**config.mk**
```make
export PLATFORM = sky130hd
export DESIGN_NAME = seq_divider_flat
export DESIGN_NICKNAME = d
export VERILOG_FILES = /design/src/rtl/seq_divider_pkg.sv /design/src/rtl/seq_divider_if.sv /design/src/rtl/seq_divider_div_step.sv /design/src/rtl/seq_divider.sv /design/src/flat_wrapper.sv
export SDC_FILE = /design/constraint.sdc
export NUM_CORES = 1
export LEC_CHECK = 0
export BUFFER_PORTS_ARGS = -buffer_cell sky130_fd_sc_hd__buf_2
export CAP_MARGIN = 10
export CORE_MARGIN = 2
export CORE_UTILIZATION = 37
export DETAILED_ROUTE_END_ITERATION = 7
export SKIP_CTS_REPAIR_TIMING = 1
export SLEW_MARGIN = 20
export SYNTH_ARGS = -nofsm -noshare
export SYNTH_HDL_FRONTEND = slang
export SYNTH_SLANG_ARGS = --single-unit
```
**constraint.sdc**
```tcl
create_clock -name clk -period 2.9 [get_ports clk]
set_input_delay 0.145 -clock clk [delete_from_list [all_inputs] [get_ports clk]]
set_output_delay 0.145 -clock clk [all_outputs]
set_load 0.005 [all_outputs]
```
**src/rtl/seq_divider_pkg.sv**
```systemverilog
// Shared types and helpers for the sequential divider.
package div_pkg;

   typedef enum logic [1:0] {
      IDLE = 2'd0,
      RUN  = 2'd1,
      DONE = 2'd2
   } div_state_t;

   // Widest operand the magnitude helper handles.
   localparam int unsigned MaxWidth = 64;

   // Magnitude of a zero-extended two's-complement value whose sign bit is neg.
   // The caller truncates the result back to its own width.
   function automatic logic [MaxWidth-1:0] abs_val(input logic [MaxWidth-1:0] value,
                                                   input logic                neg);
      return neg ? -value : value;
   endfunction

endpackage

```
**src/rtl/seq_divider_if.sv**
```systemverilog
// Request/result bundle between the ALU wrapper (master) and the divider (slave).
interface seq_divider_if #(
   parameter int unsigned WIDTH = 16
);
   logic             start;
   logic [WIDTH-1:0] dividend;
   logic [WIDTH-1:0] divisor;
   logic             busy;
   logic             done;
   logic [WIDTH-1:0] quotient;
   logic [WIDTH-1:0] remainder;
   logic             divide_by_zero;
   logic             overflow;

   modport master (
      output start, dividend, divisor,
      input  busy, done, quotient, remainder, divide_by_zero, overflow
   );

   modport slave (
      input  start, dividend, divisor,
      output busy, done, quotient, remainder, divide_by_zero, overflow
   );
endinterface

```
**src/rtl/seq_divider_div_step.sv**
```systemverilog
// One restoring-division iteration: shift {rem, quo} left, trial-subtract, select.
module div_step #(
   parameter int unsigned WIDTH = 16
) (
   input  logic [WIDTH:0]   rem_in,
   input  logic [WIDTH-1:0] quo_in,
   input  logic [WIDTH-1:0] divisor,
   output logic [WIDTH:0]   rem_out,
   output logic [WIDTH-1:0] quo_out
);
   // One extra bit above the partial remainder carries the trial borrow.
   logic [WIDTH+1:0] shifted;
   logic [WIDTH+1:0] trial;
   logic             borrow;

   // Shift, subtract, keep the difference only when it did not go negative.
   always_comb begin
      shifted = {rem_in, quo_in[WIDTH-1]};
      trial   = shifted - {2'b00, divisor};
      borrow  = trial[WIDTH+1];
      rem_out = borrow ? shifted[WIDTH:0] : trial[WIDTH:0];
      quo_out = {quo_in[WIDTH-2:0], ~borrow};
   end
endmodule

```
**src/rtl/seq_divider.sv**
```systemverilog
// Multi-cycle restoring divider with start/busy/done handshake, optional signed mode.
// WIDTH must lie between 2 and div_pkg::MaxWidth.
module seq_divider
   import div_pkg::*;
#(
   parameter int unsigned WIDTH  = 16,
   parameter int unsigned SIGNED = 0
) (
   input logic          clk,
   input logic          rst,
   seq_divider_if.slave bus
);
   localparam int unsigned CntW = $clog2(WIDTH + 1);

   div_state_t       state_q, state_d;
   logic [CntW-1:0]  count_q, count_d;
   logic [WIDTH:0]   rem_q, rem_d;        // partial remainder
   logic [WIDTH-1:0] quo_q, quo_d;        // dividend shifting out, quotient shifting in
   logic [WIDTH-1:0] dvsr_q, dvsr_d;      // divisor magnitude
   logic             q_neg_q, q_neg_d;
   logic             r_neg_q, r_neg_d;
   logic             dbz_q, dbz_d;
   logic [WIDTH-1:0] quotient_q, quotient_d;
   logic [WIDTH-1:0] remainder_q, remainder_d;
   logic             dbz_out_q, dbz_out_d;
   logic             ovf_out_q, ovf_out_d;

   logic             dvd_neg, dvs_neg;
   logic [WIDTH-1:0] dvd_mag, dvs_mag;
   logic [WIDTH:0]   rem_step;
   logic [WIDTH-1:0] quo_step;
   logic [WIDTH-1:0] quo_fix, rem_fix;
   logic             ovf_fix;

   // Operand signs and magnitudes; unsigned mode never negates.
   always_comb begin
      dvd_neg = (SIGNED != 0) && bus.dividend[WIDTH-1];
      dvs_neg = (SIGNED != 0) && bus.divisor[WIDTH-1];
      dvd_mag = WIDTH'(abs_val(MaxWidth'(bus.dividend), dvd_neg));
      dvs_mag = WIDTH'(abs_val(MaxWidth'(bus.divisor), dvs_neg));
   end

   div_step #(
      .WIDTH(WIDTH)
   ) u_step (
      .rem_in (rem_q),
      .quo_in (quo_q),
      .divisor(dvsr_q),
      .rem_out(rem_step),
      .quo_out(quo_step)
   );

   // Sign fix-up of the finished magnitudes. A positive quotient with its top bit set can
   // only come from MIN / -1, so the datapath itself flags signed overflow.
   always_comb begin
      quo_fix = q_neg_q ? -quo_q : quo_q;
      rem_fix = r_neg_q ? -rem_q[WIDTH-1:0] : rem_q[WIDTH-1:0];
      ovf_fix = (SIGNED != 0) && !dbz_q && !q_neg_q && quo_q[WIDTH-1];
   end

   // Next-state logic for the IDLE -> RUN -> DONE sequence.
   always_comb begin
      state_d     = state_q;
      count_d     = count_q;
      rem_d       = rem_q;
      quo_d       = quo_q;
      dvsr_d      = dvsr_q;
      q_neg_d     = q_neg_q;
      r_neg_d     = r_neg_q;
      dbz_d       = dbz_q;
      quotient_d  = quotient_q;
      remainder_d = remainder_q;
      dbz_out_d   = dbz_out_q;
      ovf_out_d   = ovf_out_q;
      unique case (state_q)
         IDLE: begin
            if (bus.start) begin
               if (bus.divisor == '0) begin
                  // Skip the iterations: quotient 0, remainder is the raw dividend.
                  quo_d   = '0;
                  rem_d   = {1'b0, bus.dividend};
                  q_neg_d = 1'b0;
                  r_neg_d = 1'b0;
                  dbz_d   = 1'b1;
                  state_d = DONE;
               end else begin
                  quo_d   = dvd_mag;
                  dvsr_d  = dvs_mag;
                  rem_d   = '0;
                  count_d = '0;
                  q_neg_d = dvd_neg ^ dvs_neg;
                  r_neg_d = dvd_neg;
                  dbz_d   = 1'b0;
                  state_d = RUN;
               end
            end
         end
         RUN: begin
            rem_d   = rem_step;
            quo_d   = quo_step;
            count_d = count_q + CntW'(1);
            if (count_q == CntW'(WIDTH - 1)) begin
               state_d = DONE;
            end
         end
         DONE: begin
            quotient_d  = quo_fix;
            remainder_d = rem_fix;
            dbz_out_d   = dbz_q;
            ovf_out_d   = ovf_fix;
            state_d     = IDLE;
         end
         default: state_d = IDLE;
      endcase
   end

   // State and datapath registers; reset aborts any division in flight.
   always_ff @(posedge clk or posedge rst) begin
      if (rst) begin
         state_q     <= IDLE;
         count_q     <= '0;
         rem_q       <= '0;
         quo_q       <= '0;
         dvsr_q      <= '0;
         q_neg_q     <= 1'b0;
         r_neg_q     <= 1'b0;
         dbz_q       <= 1'b0;
         quotient_q  <= '0;
         remainder_q <= '0;
         dbz_out_q   <= 1'b0;
         ovf_out_q   <= 1'b0;
      end else begin
         state_q     <= state_d;
         count_q     <= count_d;
         rem_q       <= rem_d;
         quo_q       <= quo_d;
         dvsr_q      <= dvsr_d;
         q_neg_q     <= q_neg_d;
         r_neg_q     <= r_neg_d;
         dbz_q       <= dbz_d;
         quotient_q  <= quotient_d;
         remainder_q <= remainder_d;
         dbz_out_q   <= dbz_out_d;
         ovf_out_q   <= ovf_out_d;
      end
   end

   // Results become visible in the DONE cycle and are held afterwards.
   always_comb begin
      bus.busy           = (state_q == RUN);
      bus.done           = (state_q == DONE);
      bus.quotient       = (state_q == DONE) ? quo_fix : quotient_q;
      bus.remainder      = (state_q == DONE) ? rem_fix : remainder_q;
      bus.divide_by_zero = (state_q == DONE) ? dbz_q : dbz_out_q;
      bus.overflow       = (state_q == DONE) ? ovf_fix : ovf_out_q;
   end
endmodule

```
**src/flat_wrapper.sv**
```systemverilog
// flat-port wrapper written by rule: the top's interface ports become plain ports
module seq_divider_flat import div_pkg::*;
#(
   parameter int unsigned WIDTH  = 16,
   parameter int unsigned SIGNED = 0
)
  (clk, rst, bus_start, bus_dividend, bus_divisor, bus_busy, bus_done, bus_quotient, bus_remainder, bus_divide_by_zero, bus_overflow);
  seq_divider_if #(.WIDTH(WIDTH)) bus_i ();
  input logic clk;
  input logic rst;
  input wire logic [$bits(bus_i.start)-1:0] bus_start;
  input wire logic [$bits(bus_i.dividend)-1:0] bus_dividend;
  input wire logic [$bits(bus_i.divisor)-1:0] bus_divisor;
  output wire logic [$bits(bus_i.busy)-1:0] bus_busy;
  output wire logic [$bits(bus_i.done)-1:0] bus_done;
  output wire logic [$bits(bus_i.quotient)-1:0] bus_quotient;
  output wire logic [$bits(bus_i.remainder)-1:0] bus_remainder;
  output wire logic [$bits(bus_i.divide_by_zero)-1:0] bus_divide_by_zero;
  output wire logic [$bits(bus_i.overflow)-1:0] bus_overflow;
  assign bus_i.start = bus_start;
  assign bus_i.dividend = bus_dividend;
  assign bus_i.divisor = bus_divisor;
  assign bus_busy = bus_i.busy;
  assign bus_done = bus_i.done;
  assign bus_quotient = bus_i.quotient;
  assign bus_remainder = bus_i.remainder;
  assign bus_divide_by_zero = bus_i.divide_by_zero;
  assign bus_overflow = bus_i.overflow;
  seq_divider #(.WIDTH(WIDTH), .SIGNED(SIGNED)) u_core (.clk(clk), .rst(rst), .bus(bus_i));
endmodule
```
== Word level (Yosys, flattened, before mapping) ==
Cells that the tools add are included.

* Eq/ne operators: 6
* Reductions and logical operators: 8
* Bitwise operators: 2
* $lt $le $gt $ge: 0
* Multiply operators: 0
* Mux-type cells: 19
* $add $sub $neg: 2
* Shift-type cells: 0
* Divide/modulo/power cells: 0

{| class="wikitable"
|+ Operators with widths
! operator !! number
|-
| 16-bit 2-to-1 mux || 5
|-
| 17-bit 2-to-1 mux || 2
|-
| 17-bit case mux with 2 select lines || 1
|-
| 16-bit case mux with 2 select lines || 1
|-
| 18-bit by 16-bit subtractor with 18-bit output || 1
|-
| 16-bit logical NOT || 1
|-
| 5-bit 2-to-1 mux || 2
|-
| 5-bit case mux with 2 select lines || 1
|-
| 2-bit 2-to-1 mux || 3
|-
| 2-bit AND reduction || 3
|-
| 3-bit AND reduction || 2
|-
| 5-bit by 1-bit adder with 5-bit output (second input constant) || 1
|-
| 5-bit by 4-bit equality test with 1-bit output (second input constant) || 1
|-
| 2-bit inequality test (second input constant) || 2
|-
| 2-bit case mux with 2 select lines || 1
|-
| 1-bit 2-to-1 mux || 3
|-
| 2-bit by 1-bit equality test with 1-bit output (second input constant) || 1
|-
| 2-bit equality test (second input constant) || 1
|-
| 2-bit logical NOT || 1
|-
| 2-bit by 1-bit inequality test with 1-bit output (second input constant) || 1
|-
| 1-bit NOT || 2
|-
| 2-bit nonzero test || 1
|}

* Memory bits (writable): 0
* ROM bits: 0
* Logic and storage cells: 47
* Register bits after elaboration: 91
* Input port bits: 35
* Output and inout bits: 36
* Memories: 0
* Bits in latches: 0

== Depth between registers and ports, before layout ==
Gate-level depths: netlist of run 1.

* Word-level depth: 4
* Depth in mapped cells: 11

== Hierarchy ==
From an unflattened synthesis of run 1, not the netlist that was laid out.

* Cells, all modules: 488
* Area total of the unflattened synthesis: 5,086.1 µm²

{| class="wikitable"
|+ Modules (own cells, without submodules)
! module !! cells each !! times used !! area an instance (µm²)
|-
| seq_divider || 325 || 1 || 3,822.4
|-
| div_step || 163 || 1 || 1,263.7
|}

== Worst setup path after synthesis of run 1 ==
OpenSTA, ideal clock, no wires.

* Path kind: register -> register
* Start: register u_core.rem_q[11]
* End: register u_core.rem_q[1]
* Data arrival time: 2.317 ns
* Data required time: 2.823 ns
* Buffers on the path: 0
* Path slack: 0.506 ns
* Clock period less this slack: 2.394 ns
* Stages on the path, launching flop included: 9
* Library setup time: 0.077 ns
* Cells stage by stage: dfrtp_1 ha_1 a21oi_2 o21ai_2 a2111oi_4 o21ai_4 xnor2_2 mux2_4 o21ai_1

* Cells in the longest elaborated chain, start to end: 3

{| class="wikitable"
|+ RTL lines
! item !! RTL line !! text
|-
| start: declaration || seq_divider.sv:17 || <nowiki>logic [WIDTH:0] rem_q, rem_d;</nowiki>
|-
| start signal: assignment || seq_divider.sv:135 || <nowiki>rem_q <= rem_d;</nowiki>
|-
| 18-bit by 16-bit subtractor with 18-bit output || seq_divider_div_step.sv:19 || <nowiki>trial = shifted - {2'b00, divisor};</nowiki>
|-
| 17-bit 2-to-1 mux || seq_divider_div_step.sv:21 || <nowiki>rem_out = borrow ? shifted[WIDTH:0] : trial[WIDTH:0];</nowiki>
|-
| 17-bit case mux with 2 select lines || seq_divider.sv:75 || <nowiki>unique case (state_q)</nowiki>
|}

No other way between the ends.
A chain may end at the register's enable or synchronous reset.

== Final worst setup path of run 1 ==
Same ends and word-level chain as after synthesis.

==> flow_summary.yaml, run 1 <==
final_layout:
  nNetsFinal: 575
  final_layout_size_suffix_gt1_share_pct: 28.1
  antenna_cells: 0
  syn_to_final_growth_pct: 19.1
  fillers: 1205
timing:
  whs_ps: -57.3
  rsz0062_at_grt: "no"
  post-route-period-util_pct: 93.3
  fin_ws_ps: 194
  setup_viol_count_final: 0
  min_period_ps: 2710
  fmax_mhz: 370
  fin_setup_tns_ps: 0
  clock-skew-final_ps: 5.83
  final_max_slew_viol_count: 0
  report.final.hold_viol_count: 49
  tightest_slew_ps: 918
  max-slew-margin-rel_pct: 38.8
placed_design:
  port-buffer-count: 70
  pre_cts_ws_ps: 212
  dp_hpwl_um: 8570
  gp_congestion: 0.838
power:
  power.total_mw: 7.72
  power_density_mw_per_mm2: 1360
  cellLeakagePower_nw: 2.78
  ir_drop_uv: 447
drt:
  drt_iter0_markers: 362
  drt_pass1_iterations: 6
  drc: 0
  viasPerCell: 5.18
  num_vias: 3619
  drtAntennaViolNets: 0
  totalWireLength_um: 11600
  wl_per_cell_um: 16.6
synth:
  yosysWarnings: 0
  ys_seq_elements: 91
  synth_edf_count: 0
  synth.net_count: 505
  syn-instance-count: 451
  synthesis.area_per_instance_sq_um: 10.5
  ys_types: 66
  synth-main-ff-cell: "dfrtp_1"
  synth-async-reset-ratio_pct: 100
  netlist_area_sq_mm: 0.00475
  yosysSeqAreaShare_pct: 47.9
clock_network:
  clkLatencyLatePin_ps: 350
  clk_pin_slew_ps: 60
  cts_made_buffers: 9
  clock_path_buffers: 2
  cts_sinks: 91
  cts-root-buf: "clkbuf_16"
  htree_levels: 3
  tritoncts: "done"
hold_path:
  hold_class: "in2async"
die:
  die_area_sq_mm: 0.0138
  fp-row-count: 41
  die_x_um: 117
  core_sq_mm: 0.0126
  die-height_um: 117
  start_util_pct: 37.8
  ioPinCount: 71
setup_path:
  start_kind: "register"
  crit_arrival_ps: 2990
  cpLargestDelayFamily: "compound AO/OA/AOI/OAI gates"
  max_stage_delay_ps: 460
  crit_fanout: 8
  cpMaxStageDelayCell: "a2111oi_4"
  crit_required_ps: 3180
  cp-end-kind: "register"
  path_class: "reg2reg"
  cp.buffers_inverters: 0
  worstPathCellList: "ha_1, a21oi_2, o21ai_2, a2111oi_4, o21ai_4, xnor2_2, mux2_4, o21ai_1"
global_route:
  track_usage_pct: 17.6
  grt_pass1_wl_um: 19100
  first_global_vias: 3595
  grt_max_degree: 51
  grt-ovfl-total: 0
  antenna_found_initial: 0
outcome:
  violations: "hold timing"
  outcome: "finished, violations left"
job:
  maxCapViolations: 0
==> cells by family after synthesis <==
group	Yosys count	share of synthesized area (%)
flip-flops	91	47.9
AO/OA/AOI/OAI	126	18.3
buffers and inverters	64	5.42
XOR/XNOR	15	3.08
adder cells (fa/ha/maj)	19	5.16
multiplexers	42	9.82
AND/OR/NAND/NOR	94	10.3
==> report_power, final <==
| part | internal (mW) | total, mW | switching, mW |
|---|---|---|---|
| combinational | 1.93 | 4.26 | 2.34 |
| clock | 0.801 | 1.29 | 0.493 |
| sequential | 1.81 | 2.17 | 0.359 |
| total | 4.54 | 7.72 | 3.19 |
==> cell usage after synthesis, types with 11 or more instances <==
master	number	share of area, %
nor2_1	17	1.3
ha_1	18	4.7
o21ai_1	17	1.8
xnor2_1	11	2.0
mux2_2	32	7.6
dfrtp_1	91	48
nand2_1	31	2.4
clkbuf_1	15	1.2
o21ai_0	31	3.3
a21oi_1	12	1.3
inv_1	40	3.2
a222oi_1	15	3.2
==> metrics by stage <==
step | cell area, sq um | hold WS, ps | cells | utilization, %
final | 5660 | -57.3 | 698 | 45.0
after global routing | 5660 | 12.2 | 698 | 45.0
after CTS | 5660 | -35.9 | 698 | 45.0
after detailed placement | 5330 | 345 | 682 | 42.4
after global placement | 5330 | 338 | 682 | 42.4
after floorplan | 4750 | 262 | 451 | -
==> layout by cell type, fill, tap and decap left out, types with 6 or more instances in the layout <==
cell type	netlist	layout
xnor2_1	11	11
buf_2	4	70
clkbuf_16	0	9
nand2_1	31	31
o21ai_1	17	17
buf_4	1	12
a31oi_1	6	6
nand3_1	7	7
inv_1	40	39
nor2_1	17	17
mux2i_1	8	8
dfrtp_1	91	91
a22oi_1	10	10
a21oi_1	12	12
o21ai_0	31	31
mux2_2	32	32
a222oi_1	15	15
ha_1	18	18
==> state kept, by name, indices dropped and copies added (netlist names), 2 cells and up <==
name	count
u_core.state_q	2
u_core.quotient_q	16
u_core.count_q	5
u_core.quo_q	16
u_core.remainder_q	16
u_core.rem_q	17
u_core.dvsr_q	16
==> cell type report <==
class                   count  area (sq um)  area share [%]
repair buffers             83           460            8.14
well taps                 172           215            3.80
multi-input cells         296          2230            39.3
flip-flops and latches     91          2280            40.2
inverters                  40           151            2.68
clock buffers              12           256            4.53
clock inverters             4          72.6            1.28
==> final timing paths <==
| check | slack, ps | startpoint | cells past startpoint | end |
|---|---|---|---|---|
| max | 190 | u_core.rem_q[11] | 8 | u_core.rem_q[1] |
| min | -60 | rst | 2 | u_core.quotient_q[3] |
| max reg2reg | 190 | u_core.rem_q[11] | 8 | u_core.rem_q[1] |
| min reg2reg | 490 | u_core.ovf_out_q | 1 | u_core.ovf_out_q |
| max in group asynchronous | 2240 | rst | 3 | u_core.dvsr_q[12] |
| min in group clk | 20 | bus_divisor[7] | 3 | u_core.dvsr_q[7] |
==> routing by layer <==
layer  track usage [%]  vias up  wire length, um
met5                 0        -                0
met4              5.72        0              164
met3              3.99       13              586
met2              26.0       91             4930
met1              25.5     1746             5890
li1                  -     1769                -
(Power assumes the default switching activity.)
==> run 2, diff against run 1 <==
--- a/config.mk
+++ b/config.mk
@@ -10,6 +10,7 @@
 export CORE_MARGIN = 2
 export CORE_UTILIZATION = 37
 export DETAILED_ROUTE_END_ITERATION = 7
+export RECOVER_POWER = 100
 export SKIP_CTS_REPAIR_TIMING = 1
 export SLEW_MARGIN = 20
 export SYNTH_ARGS = -nofsm -noshare
==> constraint.sdc (replaced) <==
create_clock -name clk -period 2.9 [get_ports clk]
set_input_delay 0.29 -clock clk [delete_from_list [all_inputs] [get_ports clk]]
set_output_delay 0.29 -clock clk [all_outputs]
set_load 0.005 [all_outputs]
==> flow_summary.yaml, run 2 (synthesis results as in run 1) <==
outcome:
  outcome: "finished, violations left"
  violations: "capacitance limit, slew limit"
setup_path:
  r2r_start: "u_core.rem_q[11]"
  reg2reg_depth: 8
  cpLargestDelayFamily: "compound AO/OA/AOI/OAI gates"
  start_kind: "register"
  regToRegSetupSlack_ps: 160
  crit_fanout: 8
  path_class: "reg2reg"
  worstPathCellList: "ha_1, a21oi_2, o21ai_2, a2111oi_4, o21ai_4, xnor2_2, mux2_1, o21ai_1"
  cp.buffers_inverters: 0
  crit_required_ps: 3170
  max_stage_delay_ps: 450
  crit_arrival_ps: 3010
  rr_endpoint: "u_core.rem_q[1]"
  cp-end-kind: "register"
  cpMaxStageDelayCell: "a2111oi_4"
clock_network:
  htree_levels: 3
  cts_made_buffers: 9
  clk_pin_slew_ps: 70
  cts_sinks: 91
  cts-root-buf: "clkbuf_16"
  tritoncts: "done"
  clkLatencyLatePin_ps: 340
  clock_path_buffers: 2
final_layout:
  final_area_sq_mm: 0.00554
  largest_register_ffs: 17
  final_cell_mix: "dfrtp_1, buf_2, inv_1"
  nNetsFinal: 571
  final_layout_size_suffix_gt1_share_pct: 22.1
  regMostFlops: "u_core.rem_q"
  antenna_cells: 0
  syn_to_final_growth_pct: 16.6
  fin_cells: 693
  final_common_cell: "dfrtp_1"
drt:
  drc: 0
  viasPerCell: 5.21
  drt_pass1_iterations: 6
  num_vias: 3611
  drt_iter0_markers: 365
  drtAntennaViolNets: 0
  wl_per_cell_um: 16.7
  totalWireLength_um: 11600
die:
  die_x_um: 117
  die_area_sq_mm: 0.0138
  ioPinCount: 71
  fp-row-count: 41
  start_util_pct: 37.8
  core_sq_mm: 0.0126
  die-height_um: 117
timing:
  clock-skew-final_ps: 6.32
  tightest_slew_ps: 1520
  post-route-period-util_pct: 94.4
  rsz0062_at_grt: "no"
  min_period_ps: 2740
  max-slew-margin-rel_pct: -1.05
  fin_setup_tns_ps: 0
  fmax_mhz: 365
  setup_viol_count_final: 0
  final_max_slew_viol_count: 64
  report.final.hold_viol_count: 0
placed_design:
  placed_area_sq_mm: 0.00531
  dp.cells: 678
  gp_congestion: 0.829
  dp_hpwl_um: 8460
  port-buffer-count: 70
hold_path:
  hold_class: "in2reg"
  hold_start: "bus_divisor[11]"
  whs_endpoint: "u_core.dvsr_q[11]"
  holdPathStages: 3
global_route:
  track_usage_pct: 17.3
  grt_pass1_wl_um: 19000
  met2_usage_pct: 25.2
  grt_max_degree: 64
  antenna_found_initial: 0
  first_global_vias: 3582
  met3_usage_pct: 3.75
  grt_use_met1_pct: 25.9
  busiest_layer: "met1"
  grt-ovfl-total: 0
power:
  pwr-share-clk_pct: 14.5
  cellLeakagePower_nw: 2.66
  comb_power_share_pct: 56.3
  ir_drop_uv: 518
  seqPwrFrac_pct: 29.2
  power_switching_mw: 3.21
  p_int_mw: 4.25
  swShare_pct: 43.0
  power_density_mw_per_mm2: 1340
job:
  maxCapViolations: 1
[run 2: metrics by stage]
step | hold WS [ps] | utilization, % | power, mW | setup slack, ps
after global placement | 339 | 42.3 | 6.36 | 251
after global routing | 173 | 44.1 | 8.06 | 12.4
final | 171 | 44.1 | 7.45 | 164
after detailed placement | 340 | 42.3 | 6.42 | 188
after floorplan | 407 | - | 5.39 | 246
after CTS | -26.2 | 44.4 | 7.54 | 185
[run 2: tightest hold or removal path: stages]
cell and delay (ps):
buf_2 90, nand2_1 40, o21ai_0 50
[run 2: layout make-up]
cell class                 instances  area (sq um)
timing repair buffer              79           407
fill                            1240          7020
multi-input combinational        296          2220
clock inverter                     4          27.5
sequential                        91          2280
clock buffer                      11           243
tap                              172           215
inverter                          40           151
[run 2: power by group through the flow]
stage	Combinational (mW)	Sequential, mW	Clock (mW)
6_report	4.20	2.18	1.08
5_1_grt	4.66	2.24	1.16
4_1_cts	4.26	2.18	1.10
3_5_place_dp	4.23	2.20	0
3_3_place_gp	4.18	2.18	0
2_1_floorplan	3.34	2.05	0
[run 2: layer usage]
layer | vias to the layer above | routed length (um) | part of all wire [%]
li1 | 1759 | - | -
met1 | 1747 | 5800 | 50
met2 | 96 | 5090 | 44
met3 | 9 | 518 | 4.5
met4 | 0 | 144 | 1.2
met5 | - | 0 | 0
[run 2: worst max-delay path by stage]
stage | startpoint | end | cells past startpoint
floorplan | rst | u_core.count_q[0] | 1
global placement | u_core.rem_q[13] | u_core.rem_q[2] | 9
detailed placement | u_core.rem_q[11] | u_core.rem_q[1] | 8
CTS | u_core.rem_q[11] | u_core.rem_q[1] | 8
global route | u_core.rem_q[13] | u_core.rem_q[7] | 9
finish | u_core.rem_q[11] | u_core.rem_q[1] | 8
==> run 3, diff against run 2 <==
--- a/config.mk
+++ b/config.mk
@@ -5,6 +5,7 @@
 export SDC_FILE = /design/constraint.sdc
 export NUM_CORES = 1
 export LEC_CHECK = 0
+export ABC_AREA = 1
 export BUFFER_PORTS_ARGS = -buffer_cell sky130_fd_sc_hd__buf_2
 export CAP_MARGIN = 10
 export CORE_MARGIN = 2
==> flow_summary.yaml, run 3 <==
outcome:
  outcome: "finished, violations left"
  violations: "capacitance limit, slew limit"
setup_path:
  worstPathCellList: "ha_1, a21oi_1, o21ai_0, nor2_4, nand3_2, nand2_4, nand2_1, o211ai_1, nand2_1"
  cp-end-kind: "register"
  path_class: "reg2reg"
  cpMaxStageDelayCell: "dfrtp_1"
  path_common_cell: "nand2_1"
  max_stage_delay_ps: 420
  crit_fanout: 15
  start_kind: "register"
  regToRegSetupSlack_ps: 450
  rr_endpoint: "u_core.rem_q[16]"
  crit_arrival_ps: 2670
  r2r_start: "u_core.rem_q[13]"
  crit_required_ps: 3130
  cp.buffers_inverters: 0
  cpLargestDelayFamily: "simple AND/OR/NAND/NOR gates"
  reg2reg_depth: 9
clock_network:
  tritoncts: "done"
  clkLatencyLatePin_ps: 350
  htree_levels: 3
  cts_sinks: 91
  clock_path_buffers: 2
  clk_pin_slew_ps: 60
  cts_made_buffers: 9
  cts-root-buf: "clkbuf_16"
die:
  die-height_um: 124
  start_util_pct: 38.0
  die_x_um: 124
  ioPinCount: 71
  fp-row-count: 43
  core_sq_mm: 0.0139
  die_area_sq_mm: 0.0153
final_layout:
  fillers: 1446
  regArea_sq_mm: 0.00228
  regMostFlops: "u_core.rem_q"
  largest_register_ffs: 17
  fin_cells: 934
  final_common_cell: "nand2_1"
  final_cell_mix: "nand2_1, inv_1, dfrtp_1"
  final_layout_size_suffix_gt1_share_pct: 12.6
  nNetsFinal: 804
  syn_to_final_growth_pct: 13.4
  multi_input_area_sq_mm: 0.00242
  antenna_cells: 0
power:
  ir_drop_uv: 488
  cellLeakagePower_nw: 3.08
  power_density_mw_per_mm2: 1420
timing:
  rsz0062_at_grt: "no"
  setup_viol_count_final: 0
  max-slew-margin-rel_pct: -45.8
  tightest_slew_ps: 2180
  post-route-period-util_pct: 84.3
  report.final.hold_viol_count: 0
  fin_setup_tns_ps: 0
  clock-skew-final_ps: 6.23
  fin_ws_ps: 454
  whs_ps: 164
  fmax_mhz: 409
  final_max_slew_viol_count: 48
  min_period_ps: 2450
global_route:
  antenna_found_initial: 0
  grt_max_degree: 49
  grt_pass1_wl_um: 22300
  track_usage_pct: 18.9
  first_global_vias: 4611
  grt-ovfl-total: 0
job:
  maxCapViolations: 1
synth:
  synthTopCellsByCount: "nand2_1, inv_1, dfrtp_1"
  synth.area.top_cells: "dfrtp_1, nand2_1, inv_1, o21ai_0, ha_1"
  netlist_area_sq_mm: 0.00529
  ys_seq_elements: 91
  synth-async-reset-ratio_pct: 100
  syn-instance-count: 688
  synth.net_count: 742
  synthesis.area_per_instance_sq_um: 7.69
  yosysSeqAreaShare_pct: 43.0
  yosysTopAreaCell: "dfrtp_1"
  yosysMostFrequentCell: "nand2_1"
  synth-main-ff-cell: "dfrtp_1"
  yosysWarnings: 0
  yosysTopAreaCellShare_pct: 43.0
  synth_edf_count: 0
  ys_types: 40
placed_design:
  dp.cells: 919
  pre_cts_ws_ps: 531
  dp_hpwl_um: 10200
  port-buffer-count: 70
  gp_congestion: 0.867
hold_path:
  holdPathStages: 3
  hold_class: "in2reg"
  whs_endpoint: "u_core.dvsr_q[9]"
  hold_start: "bus_divisor[9]"
drt:
  drt_iter0_markers: 404
  totalWireLength_um: 13500
  num_vias: 4554
  drt_pass1_iterations: 6
  drtAntennaViolNets: 0
  wl_per_cell_um: 14.5
  drc: 0
  viasPerCell: 4.88
-- run 3: changes by cell type after synthesis, moves of 7 or more --
cell / delta
o21ai_1: -16
nor2_1: +28
mux2i_1: -8
nand3_2: +8
a222oi_1: -15
nand2_1: +144
xnor2_1: -8
mux2_2: -32
o21ai_0: +31
inv_1: +73
nand2_2: +13
a21oi_2: +7
nand3_1: +34
-- run 3: per-layer routing --
metal  GRT usage, %  wire (um)  vias to the layer above
met5              0          0                        -
met4           6.32        260                        0
met3           3.53        621                       19
met2           30.8       6270                       98
met1           25.3       6390                     2130
li1               -          -                     2307
-- run 3: layout make-up --
cell class	count	share of cell area [%]
Sequential cell	91	38.0
Tap cell	180	3.75
Multi-Input combinational cell	455	40.4
Inverter	117	7.34
Clock inverter	4	0.480
Clock buffer	11	3.88
Timing Repair Buffer	76	6.22
-- run 3: worst max path at each step --
stage,from,endpoint,slack (ps),depth (start not counted)
3_3_place_gp,u_core.rem_q[7],u_core.rem_q[14],560,11
6_report,u_core.rem_q[13],u_core.rem_q[16],450,9
2_1_floorplan,rst,u_core.count_q[0],250,1
3_5_place_dp,u_core.rem_q[6],u_core.rem_q[16],530,11
5_1_grt,bus_divisor[14],u_core.dvsr_q[0],130,11
4_1_cts,u_core.state_q[1],bus_remainder[6],500,6
-- run 3: cell families (layout without fill, tap and decap cells) --
logic type,after synthesis,after routing,share of synthesized area (%)
simple gates,304,304,25.7
xor+xnor,9,9,1.49
buf+inv,142,208,10.7
fa+ha+maj,19,19,4.63
compound gates,123,123,14.4
flops,91,91,43.0
-- run 3: stage by stage --
stage	util, %	total power [mW]	instance area (sq um)
6_report	43.0	8.52	6000
5_1_grt	43.0	9.44	6000
4_1_cts	43.6	8.69	6080
3_5_place_dp	41.7	7.57	5820
3_3_place_gp	41.7	7.45	5820
2_1_floorplan	-	6.27	5290
-- run 3: power by group --
part	switching [mW]	leakage (nW)	internal, mW
clock network	0.493	0.122	0.577
logic	3.36	1.84	1.82
registers	0.359	1.12	1.90
total	4.22	3.08	4.30
-- run 3: worst register-to-register path, cell delays in order (launching register included) --
cell and delay [ps]:
dfrtp_1 420, ha_1 400, a21oi_1 260, o21ai_0 180, nor2_4 160, nand3_2 310
nand2_4 320, nand2_1 80, o211ai_1 110, nand2_1 90
